### src/rtl/mouse_pos_ctrl_if.sv
// VGA timing bus seen by the cursor controller.
// Only the vertical blanking flag is carried; the source drives it through
// the 'out' modport and consumers read it through the 'in' modport.
interface vga_if;
    logic vblnk;

    modport out (output vblnk);
    modport in  (input  vblnk);
endinterface

### src/rtl/mouse_pos_ctrl.sv
// mouse_pos_ctrl: frame-synchronous cursor position controller.
// Accepts clamped position samples from the mouse decoder over a valid/ready
// handshake, holds the latest one as pending, and commits it to xpos/ypos
// only at the start of vertical blanking so the cursor never tears.
// Optional feature macro: MOUSE_POS_CTRL_AUTOHIDE_EN hides the cursor after
// HIDE_FRAMES consecutive frames without a commit.
module mouse_pos_ctrl #(
    parameter logic [11:0] XMAX        = 12'd799,
    parameter logic [11:0] YMAX        = 12'd599,
    parameter int          HIDE_FRAMES = 180
) (
    input  logic        clk,
    input  logic        rst,
    vga_if.in           vga_in,
    input  logic [11:0] mouse_xpos,
    input  logic [11:0] mouse_ypos,
    input  logic        mouse_valid,
    output logic        mouse_ready,
    output logic [11:0] xpos,
    output logic [11:0] ypos,
    output logic        pos_update,
    output logic        cursor_en
);

    typedef enum logic [1:0] {
        IDLE    = 2'd0,
        PENDING = 2'd1,
        COMMIT  = 2'd2
    } state_t;

    // A hide threshold of zero would hide the cursor with no idle frames at all.
    if (HIDE_FRAMES < 1) begin : g_hide_frames_check
        $error("HIDE_FRAMES must be at least 1");
    end

    state_t      state_q, state_d;
    logic        vblnk_dly_q;          // vblnk registered once, for edge detection
    logic [11:0] pend_x_q, pend_x_d;
    logic [11:0] pend_y_q, pend_y_d;
    logic [11:0] xpos_q, xpos_d;
    logic [11:0] ypos_q, ypos_d;
    logic        pos_update_q, pos_update_d;

    logic        frame_start;
    logic        accept;
    logic [11:0] clamp_x;
    logic [11:0] clamp_y;

    // Rising edge of vblnk marks the start of vertical blanking.
    assign frame_start = vga_in.vblnk & ~vblnk_dly_q;

    // Ready depends only on state, so the decoder never sees a combinational path.
    assign mouse_ready = (state_q != COMMIT);
    assign accept      = mouse_valid & mouse_ready;

    assign clamp_x = (mouse_xpos > XMAX) ? XMAX : mouse_xpos;
    assign clamp_y = (mouse_ypos > YMAX) ? YMAX : mouse_ypos;

    // Next-state and datapath decode for the capture/commit sequencer.
    always_comb begin
        // NOTE: every signal gets a default first so no path leaves one unassigned (no latches).
        state_d      = state_q;
        pend_x_d     = pend_x_q;
        pend_y_d     = pend_y_q;
        xpos_d       = xpos_q;
        ypos_d       = ypos_q;
        pos_update_d = 1'b0;

        case (state_q)
            IDLE: begin
                if (accept) begin
                    pend_x_d = clamp_x;
                    pend_y_d = clamp_y;
                    state_d  = PENDING;
                end
            end
            PENDING: begin
                // Latest sample wins, including one arriving with frame_start.
                if (accept) begin
                    pend_x_d = clamp_x;
                    pend_y_d = clamp_y;
                end
                if (frame_start) begin
                    state_d = COMMIT;
                end
            end
            COMMIT: begin
                xpos_d       = pend_x_q;
                ypos_d       = pend_y_q;
                pos_update_d = 1'b1;
                state_d      = IDLE;
            end
            default: begin
                state_d = IDLE;
            end
        endcase
    end

    // State, pending sample and committed position registers.
    always_ff @(posedge clk) begin
        // NOTE: sequential state uses non-blocking assignments so all flops update together.
        if (rst) begin
            state_q      <= IDLE;
            vblnk_dly_q  <= 1'b0;
            pend_x_q     <= 12'd0;
            pend_y_q     <= 12'd0;
            xpos_q       <= 12'd0;
            ypos_q       <= 12'd0;
            pos_update_q <= 1'b0;
        end else begin
            state_q      <= state_d;
            vblnk_dly_q  <= vga_in.vblnk;
            pend_x_q     <= pend_x_d;
            pend_y_q     <= pend_y_d;
            xpos_q       <= xpos_d;
            ypos_q       <= ypos_d;
            pos_update_q <= pos_update_d;
        end
    end

    assign xpos       = xpos_q;
    assign ypos       = ypos_q;
    assign pos_update = pos_update_q;

`ifdef MOUSE_POS_CTRL_AUTOHIDE_EN
    localparam int               CNT_W    = $clog2(HIDE_FRAMES + 1);
    localparam logic [CNT_W-1:0] HIDE_CNT = CNT_W'(HIDE_FRAMES);

    logic [CNT_W-1:0] idle_cnt_q, idle_cnt_d;
    logic             cursor_en_q, cursor_en_d;

    // Count commit-free frames; hide the cursor once the threshold is reached.
    always_comb begin
        idle_cnt_d  = idle_cnt_q;
        cursor_en_d = cursor_en_q;
        if (state_q == COMMIT) begin
            // Re-show together with the new position.
            idle_cnt_d  = '0;
            cursor_en_d = 1'b1;
        end else begin
            // A frame_start in PENDING always leads to a commit, so it is not idle.
            if (frame_start && (state_q != PENDING) && (idle_cnt_q != HIDE_CNT)) begin
                idle_cnt_d = idle_cnt_q + 1'b1;
            end
            if (idle_cnt_q == HIDE_CNT) begin
                cursor_en_d = 1'b0;
            end
        end
    end

    // Idle-frame counter and cursor enable registers.
    always_ff @(posedge clk) begin
        if (rst) begin
            idle_cnt_q  <= '0;
            cursor_en_q <= 1'b1;
        end else begin
            idle_cnt_q  <= idle_cnt_d;
            cursor_en_q <= cursor_en_d;
        end
    end

    assign cursor_en = cursor_en_q;
`else
    assign cursor_en = 1'b1;
`endif

endmodule
### src/flat_wrapper.sv
// flat-port wrapper written by rule: the top's interface ports become plain ports
module mouse_pos_ctrl_flat 
#(
    parameter logic [11:0] XMAX        = 12'd799,
    parameter logic [11:0] YMAX        = 12'd599,
    parameter int          HIDE_FRAMES = 180
)
  (clk, rst, mouse_xpos, mouse_ypos, mouse_valid, mouse_ready, xpos, ypos, pos_update, cursor_en, vga_in_vblnk);
  vga_if vga_in_i ();
  input  logic clk;
  input  logic rst;
  input  logic [11:0] mouse_xpos;
  input  logic [11:0] mouse_ypos;
  input  logic mouse_valid;
  output logic mouse_ready;
  output logic [11:0] xpos;
  output logic [11:0] ypos;
  output logic pos_update;
  output logic cursor_en;
  input wire logic [$bits(vga_in_i.vblnk)-1:0] vga_in_vblnk;
  assign vga_in_i.vblnk = vga_in_vblnk;
  mouse_pos_ctrl #(.XMAX(XMAX), .YMAX(YMAX), .HIDE_FRAMES(HIDE_FRAMES)) u_core (.clk(clk), .rst(rst), .vga_in(vga_in_i), .mouse_xpos(mouse_xpos), .mouse_ypos(mouse_ypos), .mouse_valid(mouse_valid), .mouse_ready(mouse_ready), .xpos(xpos), .ypos(ypos), .pos_update(pos_update), .cursor_en(cursor_en));
endmodule
### config.mk
export PLATFORM = sky130hd
export DESIGN_NAME = mouse_pos_ctrl_flat
export DESIGN_NICKNAME = d
export VERILOG_FILES = /design/src/rtl/mouse_pos_ctrl_if.sv /design/src/rtl/mouse_pos_ctrl.sv /design/src/flat_wrapper.sv
export SDC_FILE = /design/constraint.sdc
export NUM_CORES = 1
export LEC_CHECK = 0
export CAP_MARGIN = 25
export CORE_MARGIN = 1.5
export CORE_UTILIZATION = 45
export DETAILED_ROUTE_END_ITERATION = 12
export GPL_TIMING_DRIVEN = 0
export HOLD_SLACK_MARGIN = 0.05
export PLACE_DENSITY = 0.77
export REMOVE_ABC_BUFFERS = 1
export SLEW_MARGIN = 40
export SYNTH_ARGS = -nofsm -noshare
export SYNTH_HDL_FRONTEND = slang
export SYNTH_SLANG_ARGS = --single-unit
### constraint.sdc
create_clock -name clk -period 2.9 [get_ports clk]
set_input_delay 0.58 -clock clk [delete_from_list [all_inputs] [get_ports clk]]
set_output_delay 0.58 -clock clk [all_outputs]
set_load 0.02 [all_outputs]
==> Word-level counts from Yosys, hierarchy flattened <==
Index checks and enable logic that the tools add are counted.
{ "word_totals": {"regBits": 52, "elab_cells": 27, "output_inout_bits": 27} }
{ "op_classes": {"mux": 6, "order_cmp": 2, "bitwise": 3, "n_reduce_logical": 4, "eq_ne": 5} }
{ "ops": {"columns": ["operator", "count"], "rows": [
  ["$gt A12 B10 Y1 const B", 2],
  ["$mux W12", 2],
  ["$mux W2", 2],
  ["$ne A2 B1 Y1 const B", 2],
  ["$pmux W2 S2", 1],
  ["$reduce_and A2 Y1", 2],
  ["$and A1 B1 Y1", 2],
  ["$eq A2 B1 Y1 const B", 1],
  ["$eq A2 B2 Y1 const B", 1],
  ["$logic_not A2 Y1", 1],
  ["$ne A2 B2 Y1 const B", 1],
  ["$reduce_or A2 Y1", 1],
  ["$mux W1", 1],
  ["$not A1 Y1", 1]
]} }

==> Longest topological paths before layout <==
Gate-level depths: netlist of run 1.
{ "logic_depth": {"word_depth": 4, "mapped_depth": 6} }

==> Worst setup path before layout of run 1 <==
OpenSTA, ideal clock, no wires.
{ "synth_path": {"path_type": "input port to flip-flop", "startpoint": "input mouse_xpos[10]", "endpoint": "register u_core.pend_x_q[0]", "n_path_buf": 0, "arrival_ns": 1.489, "path_slack_ns": 1.293, "setup_time_ns": 0.119, "stages": 3, "required_time_ns": 2.781, "path_cell_list": "or4b_4 > nand2b_4 > o221a_1"} }
{ "synth_via": {"elab_chain_len": 2} }
{ "synth_rtl": {"columns": ["element", "line", "source"], "rows": [
  ["start, declared", "flat_wrapper.sv:12", "input logic [11:0] mouse_xpos;"],
  ["$gt A12 B10 Y1", "mouse_pos_ctrl.sv:56", "assign clamp_x = (mouse_xpos > XMAX) ? XMAX : mouse_xpos;"],
  ["$mux W12", "mouse_pos_ctrl.sv:56", null],
  ["end signal, assigned", "mouse_pos_ctrl.sv:113", "pend_x_q <= pend_x_d;"],
  ["end, declared", "mouse_pos_ctrl.sv:38", "logic [11:0] pend_x_q, pend_x_d;"]
]} }
Every way passes these cells.
A chain may end at the register's enable or synchronous reset.

==> Final worst setup path of run 1 <==
{ "layout_path": {"startpoint": "register u_core.state_q[1]", "endpoint": "output mouse_ready"} }
{ "layout_via": {"elab_chain_len": 1} }
{ "layout_rtl": {"columns": ["element", "line", "source"], "rows": [
  ["start, declared", "mouse_pos_ctrl.sv:36", "state_t state_q, state_d;"],
  ["start signal, assigned", "mouse_pos_ctrl.sv:111", "state_q <= state_d;"],
  ["$ne A2 B2 Y1", "mouse_pos_ctrl.sv:53", "assign mouse_ready = (state_q != COMMIT);"],
  ["end, declared", "flat_wrapper.sv:15", "output logic mouse_ready;"]
]} }
Every way passes these cells.

==> impl_metrics.yaml, run 1 <==
run_status:
  outcome: "completed"
flow_run:
  max_cap_violations: 0
global_routing:
  grt_pass1_wl_um: 6168
  grt_overflow: 0
  first_global_vias: 1311
  grt_max_degree: 43
  grt_usage_pct: 18.75
  antenna_found_initial: 0
floorplanning:
  die_y_um: 66.91
  start_util_pct: 46.28
  fp.dieArea_mm2: 0.004477
  die_x_um: 66.91
  fp-row-count: 23
  coreArea_mm2: 0.003971
  ios: 55
synth:
  ys_ff_latch: 52
  yosys_warnings: 0
  ys_seq_area_share_pct: 56.64
  avgSynthCellArea_um2: 8.794
  syn_area_mm2: 0.001838
  syn_inst: 209
  synthDistinctLibCells: 27
power_and_ir_drop:
  seqPwrFrac_pct: 55.6
  combPwrFrac_pct: 8.6
  switching_power_w: 0.0002944
  ir_drop_mv: 0.3254
  swShare_pct: 21.89
  p_per_area_mw_per_mm2: 540.1
  clockPowerShare_pct: 35.9
  leakagePower_nw: 0.8842
  p_total_w: 0.001345
  p_int_w: 0.001051
worst_setup_path:
  critPathCaptureType: "output port"
  cpPeakStageDelay_ns: 0.60
  arrival_ns: 2.08
  crit_type: "flip-flop to output port"
  critPathBufInv: 2
  critPathLaunchType: "flip-flop"
  slowest_stage: "clkdlybuf4s50_1"
  worst_path_dominant_cell_family: "buffers and inverters"
  cp_cell_sequence: "nor2b_4 -> clkinv_4 -> clkdlybuf4s50_1"
  crit_required_ns: 2.32
  crit_fanout: 26
routing:
  avgRoutedWirePerCell_um: 12.65
  first_pass_iters: 5
  drt-vias-per-instance: 5.160
  num_vias: 1579
  drt-total-wl_um: 3872
  drc_errors: 0
  drt_iter0_markers: 106
  ant_nets: 0
sta:
  fin_hold_ws_ns: 0.4480
  clock_skew_ns: 0.008741
  fmax_mhz: 376.4
  hold_viol: 0
  relSlewSlack_pct: 50.86
  min_period_ns: 2.657
  setup_viol: 0
  worst_pin_slew_ns: 0.7371
  maxSlewViolCount: 0
  period_share_pct: 91.62
  fin_tns_setup_ns: 0
  rsz0062_at_grt: "no"
clock_network:
  hold_buffers: 0
  path_clk_slew_ns: 0.09
  cts_tree: "yes"
  post_cts_buffers: 0
  cts_inserted_buffers: 5
  clk_path_buf_depth: 2
  htree_levels: 2
  clock-sinks: 52
  clk_latency_ns: 0.30
  cts-root-buf: "clkbuf_8"
final_layout:
  final_util_pct: 62.70
  area_delta_synth_final_pct: 35.47
  final_nets: 283
  multi_input_area_um2: 740.7
  drive_gt1_share_pct: 6.250
  n_antenna_cell: 0
  final_cells: 306
  fillers: 384
  seq_area_mm2: 0.001041
placed_design:
  port_buffers: 53
  hpwl_um: 2506
  place_congestion: 0.7288
  dp_cells: 297
worst_hold_path:
  worst_hold_path_type: "flip-flop to flip-flop"
## layer usage
metal / up-vias / global-route usage (%) / wire [um]
met5: - / 0 / 0
met3: 6 / 5.236 / 258
met4: 0 / 6.888 / 37
met2: 51 / 30.13 / 1755
li1: 801 / - / -
met1: 721 / 23.89 / 1820
## stage by stage
step | setup slack, ns | cell area [um2]
global placement | -1.471 | 2364
floorplan | 0.2041 | 1770
finish | 0.2431 | 2490
CTS | 0.2091 | 2490
detailed placement | -0.2324 | 2369
global route | 0.1010 | 2490
## placed cells by master (no fill, tap or decap), drive strengths merged
cell type      netlist  routed
a21oi               27      27
o221a                7       7
clkbuf               8       6
inv                  1       1
o211ai               2       2
or4b                 1       1
conb                 1       1
a2111oi              1       1
clkinv               1       2
buf                  7       1
o31ai                1       1
nor2                17      17
a2bb2oi              1       1
dfxtp               52      52
nand2               51      51
nor3                11      11
nand2b               2       2
nand4                1       1
a22oi                5       5
nor2b                4       5
nor4                 1       1
o311ai               1       1
o21ai                1       1
bufinv               0       1
and3                 5       5
clkdlybuf4s50        0      52
## final timing paths
kind,startpoint,to,slack [ns],cells after the start
setup / recovery,u_core.state_q[1],mouse_ready,0.24,3
hold / removal,u_core.pend_x_q[11],u_core.xpos[11],0.45,2
setup reg to reg,u_core.state_q[1],u_core.pend_y_q[8],1.28,4
hold reg to reg,u_core.pend_x_q[11],u_core.xpos[11],0.45,2
## worst reg2reg max path: stages, from the launching register on
cell      delay [ns]
dfxtp_1         0.38
nand2b_1        0.44
nor4_1          0.50
a22oi_1         0.13
nor2_1          0.11
## power groups by stage
stage	Sequential [W]	Combinational, W	Clock, W
after detailed placement	0.000764	0.000114	0
after global placement	0.000762	0.000113	0
after floorplan	0.000764	0.0000447	0
final	0.000747	0.000115	0.000482
after CTS	0.000748	0.000116	0.000493
after global routing	0.000750	0.000127	0.000522
## repair_timing
action,in CTS,in global routing
resized for setup,2,0
endpoints found under the setup margin,1,0
hold endpoints to repair,0,0
## cell type report
| class | count | area share (%) |
|---|---|---|
| clock inverters | 2 | 1.407 |
| multi-input cells | 141 | 29.75 |
| flip-flops and latches | 52 | 41.81 |
| clock buffers | 6 | 2.915 |
| well taps | 50 | 2.513 |
| inverters | 2 | 0.5025 |
| repair buffers | 53 | 21.11 |
## cells in the mapped netlist
library cell | instances | area share, %
dfxtp_1 | 52 | 57
nand2_1 | 51 | 10
a21oi_1 | 27 | 7.4
nor2_1 | 17 | 3.5
nor3_1 | 11 | 3.0
clkbuf_1 | 8 | 1.6
buf_2 | 6 | 1.6
a22oi_1 | 5 | 2.0
and3_1 | 5 | 1.7
o221a_1 | 5 | 3.1
nor2b_1 | 4 | 1.4
o211ai_1 | 2 | 0.82
o221a_2 | 2 | 1.2
a2111oi_0 | 1 | 0.48
a2bb2oi_1 | 1 | 0.48
buf_4 | 1 | 0.41
clkinv_1 | 1 | 0.20
conb_1 | 1 | 0.20
inv_1 | 1 | 0.20
nand2b_1 | 1 | 0.34
nand2b_4 | 1 | 0.75
nand4_1 | 1 | 0.34
nor4_1 | 1 | 0.34
o21ai_0 | 1 | 0.27
o311ai_0 | 1 | 0.48
o31ai_1 | 1 | 0.41
or4b_4 | 1 | 0.75
## sequential cells by signal (all words and copies together) (netlist names)
signal              cells
u_core.pos_update       1
u_core.ypos            12
u_core.xpos            12
u_core.pend_y_q        12
u_core.pend_x_q        12
u_core.vblnk_dly_q      1
u_core.state_q          2
## kinds of logic after synthesis
group | Yosys count | synth area share (%)
and+or+nand+nor | 93 | 22.46
other | 1 | 0.2040
buffers and inverters | 17 | 4.084
AOI/OAI and AO/OA | 46 | 16.61
DFF | 52 | 56.64
Power figures use the tool's default switching activity.
==> inputs of run 2 (changes only) <==
==> constraint.sdc (replaced) <==
create_clock -name clk -period 2.6 [get_ports clk]
set_input_delay 0.52 -clock clk [delete_from_list [all_inputs] [get_ports clk]]
set_output_delay 0.52 -clock clk [all_outputs]
set_load 0.02 [all_outputs]
==> impl_metrics.yaml, run 2 (synthesis gave the netlist of run 1 again) <==
placed_design:
  dp_cells: 297
  place_congestion: 0.7288
  place_ws_ns: -0.4724
  port_buffers: 53
  hpwl_um: 2506
worst_hold_path:
  worst_hold_path_type: "flip-flop to flip-flop"
  whs_path_depth: 2
power_and_ir_drop:
  ir_drop_mv: 0.3635
  seqPwrFrac_pct: 55.5
  p_per_area_mw_per_mm2: 601.4
  switching_power_w: 0.0003297
  p_int_w: 0.001172
  combPwrFrac_pct: 8.6
  leakagePower_nw: 0.8896
  p_total_w: 0.001502
  clockPowerShare_pct: 35.9
  swShare_pct: 21.95
clock_network:
  hold_buffers: 0
  clk_latency_ns: 0.30
  path_clk_slew_ns: 0.09
  cts-root-buf: "clkbuf_8"
  clk_path_buf_depth: 2
  cts_inserted_buffers: 5
  clock-sinks: 52
  htree_levels: 2
  cts_tree: "yes"
global_routing:
  grtUsageMet1_pct: 24.21
  use_met3_pct: 5.236
  first_global_vias: 1321
  grt_overflow: 0
  grt_usage_pct: 19.00
  busiest_layer: "met2"
  antenna_found_initial: 0
  grtUsageMet2_pct: 30.63
  grt_pass1_wl_um: 6272
  grt_max_degree: 43
sta:
  clock_skew_ns: 0.009446
  relSlewSlack_pct: 51.64
  setup_viol: 0
  fmax_mhz: 434.2
  maxSlewViolCount: 0
  hold_viol: 0
  fin_ws_ns: 0.2970
  worst_pin_slew_ns: 0.7254
  min_period_ns: 2.303
  rsz0062_at_grt: "no"
  period_share_pct: 88.58
worst_setup_path:
  critPathCaptureType: "output port"
  crit_type: "flip-flop to output port"
  crit_required_ns: 2.08
  r2r_cells: 4
  arrival_ns: 1.78
  crit_fanout: 26
  critPathLaunchType: "flip-flop"
routing:
  avgRoutedWirePerCell_um: 12.77
  num_vias: 1576
  drt-total-wl_um: 3919
  drc_errors: 0
  drt-vias-per-instance: 5.134
  ant_nets: 0
  first_pass_iters: 4
  drt_iter0_markers: 106
final_layout:
  n_antenna_cell: 0
  fillers: 382
  final_nets: 284
  area_delta_synth_final_pct: 35.87
  drive_gt1_share_pct: 6.615
  final_cells: 307
  final_cell_mix: "52 x clkdlybuf4s50_1, 52 x dfxtp_1, 51 x nand2_1"
floorplanning:
  start_util_pct: 46.28
  ios: 55
  fp-row-count: 23
  die_x_um: 66.91
  fp.dieArea_mm2: 0.004477
  die_y_um: 66.91
  coreArea_mm2: 0.003971
flow_run:
  max_cap_violations: 0
run_status:
  outcome: "completed"
[run 2: changes by cell type in the layout (fill, tap and decap cells not counted)]
cell,delta
buf_4,+1
[run 2: worst max-delay path: stages, from the launching register on]
cell and delay (ns):
dfxtp_1 0.45, nor2b_4 0.24, clkinv_4 0.19, clkdlybuf4s50_1 0.59
[run 2: final cells by class]
type,instances,area [um2],area share [%]
clock buffer,6,72.57,2.906
multi-input combinational,141,740.7,29.66
sequential,52,1041,41.68
clock inverter,2,35.03,1.403
tap,50,62.56,2.505
timing repair buffer,54,533.0,21.34
inverter,2,12.51,0.5010
[run 2: repair_timing]
| item | CTS | global route |
|---|---|---|
| setup endpoints to repair | 1 | 0 |
| resized for setup | 2 | 0 |
| buffers inserted | 1 | 0 |
[run 2: stage by stage]
stage,area (um2),setup TNS (ns),util [%],hold slack (ns)
2_1_floorplan,1770,-0.03587,-,0.4213
3_3_place_gp,2364,-28.19,59.51,0.4361
3_5_place_dp,2369,-0.4724,59.64,0.4419
4_1_cts,2497,0,62.89,0.4514
5_1_grt,2497,0,62.89,0.4774
6_report,2497,0,62.89,0.4500
[run 2: worst paths after layout]
path	from	end	slack (ns)
max	u_core.state_q[1]	mouse_ready	0.30
min	u_core.pend_x_q[11]	u_core.xpos[11]	0.45
max reg2reg	u_core.state_q[1]	u_core.pend_y_q[8]	0.96
min reg2reg	u_core.pend_x_q[11]	u_core.xpos[11]	0.45
[run 2: power by group through the flow]
stage	combinational, W	sequential (W)	clock (W)
after floorplan	0.0000498	0.000852	0
after global placement	0.000126	0.000850	0
after detailed placement	0.000127	0.000852	0
after CTS	0.000130	0.000834	0.000550
after global routing	0.000143	0.000837	0.000582
final	0.000129	0.000834	0.000539
[run 2: layer usage]
layer	up-vias	part of all wire, %	wire length [um]
met2	47	45	1755
met1	718	47	1845
met5	-	0	0
li1	803	-	-
met4	0	1.6	61
met3	8	6.5	256
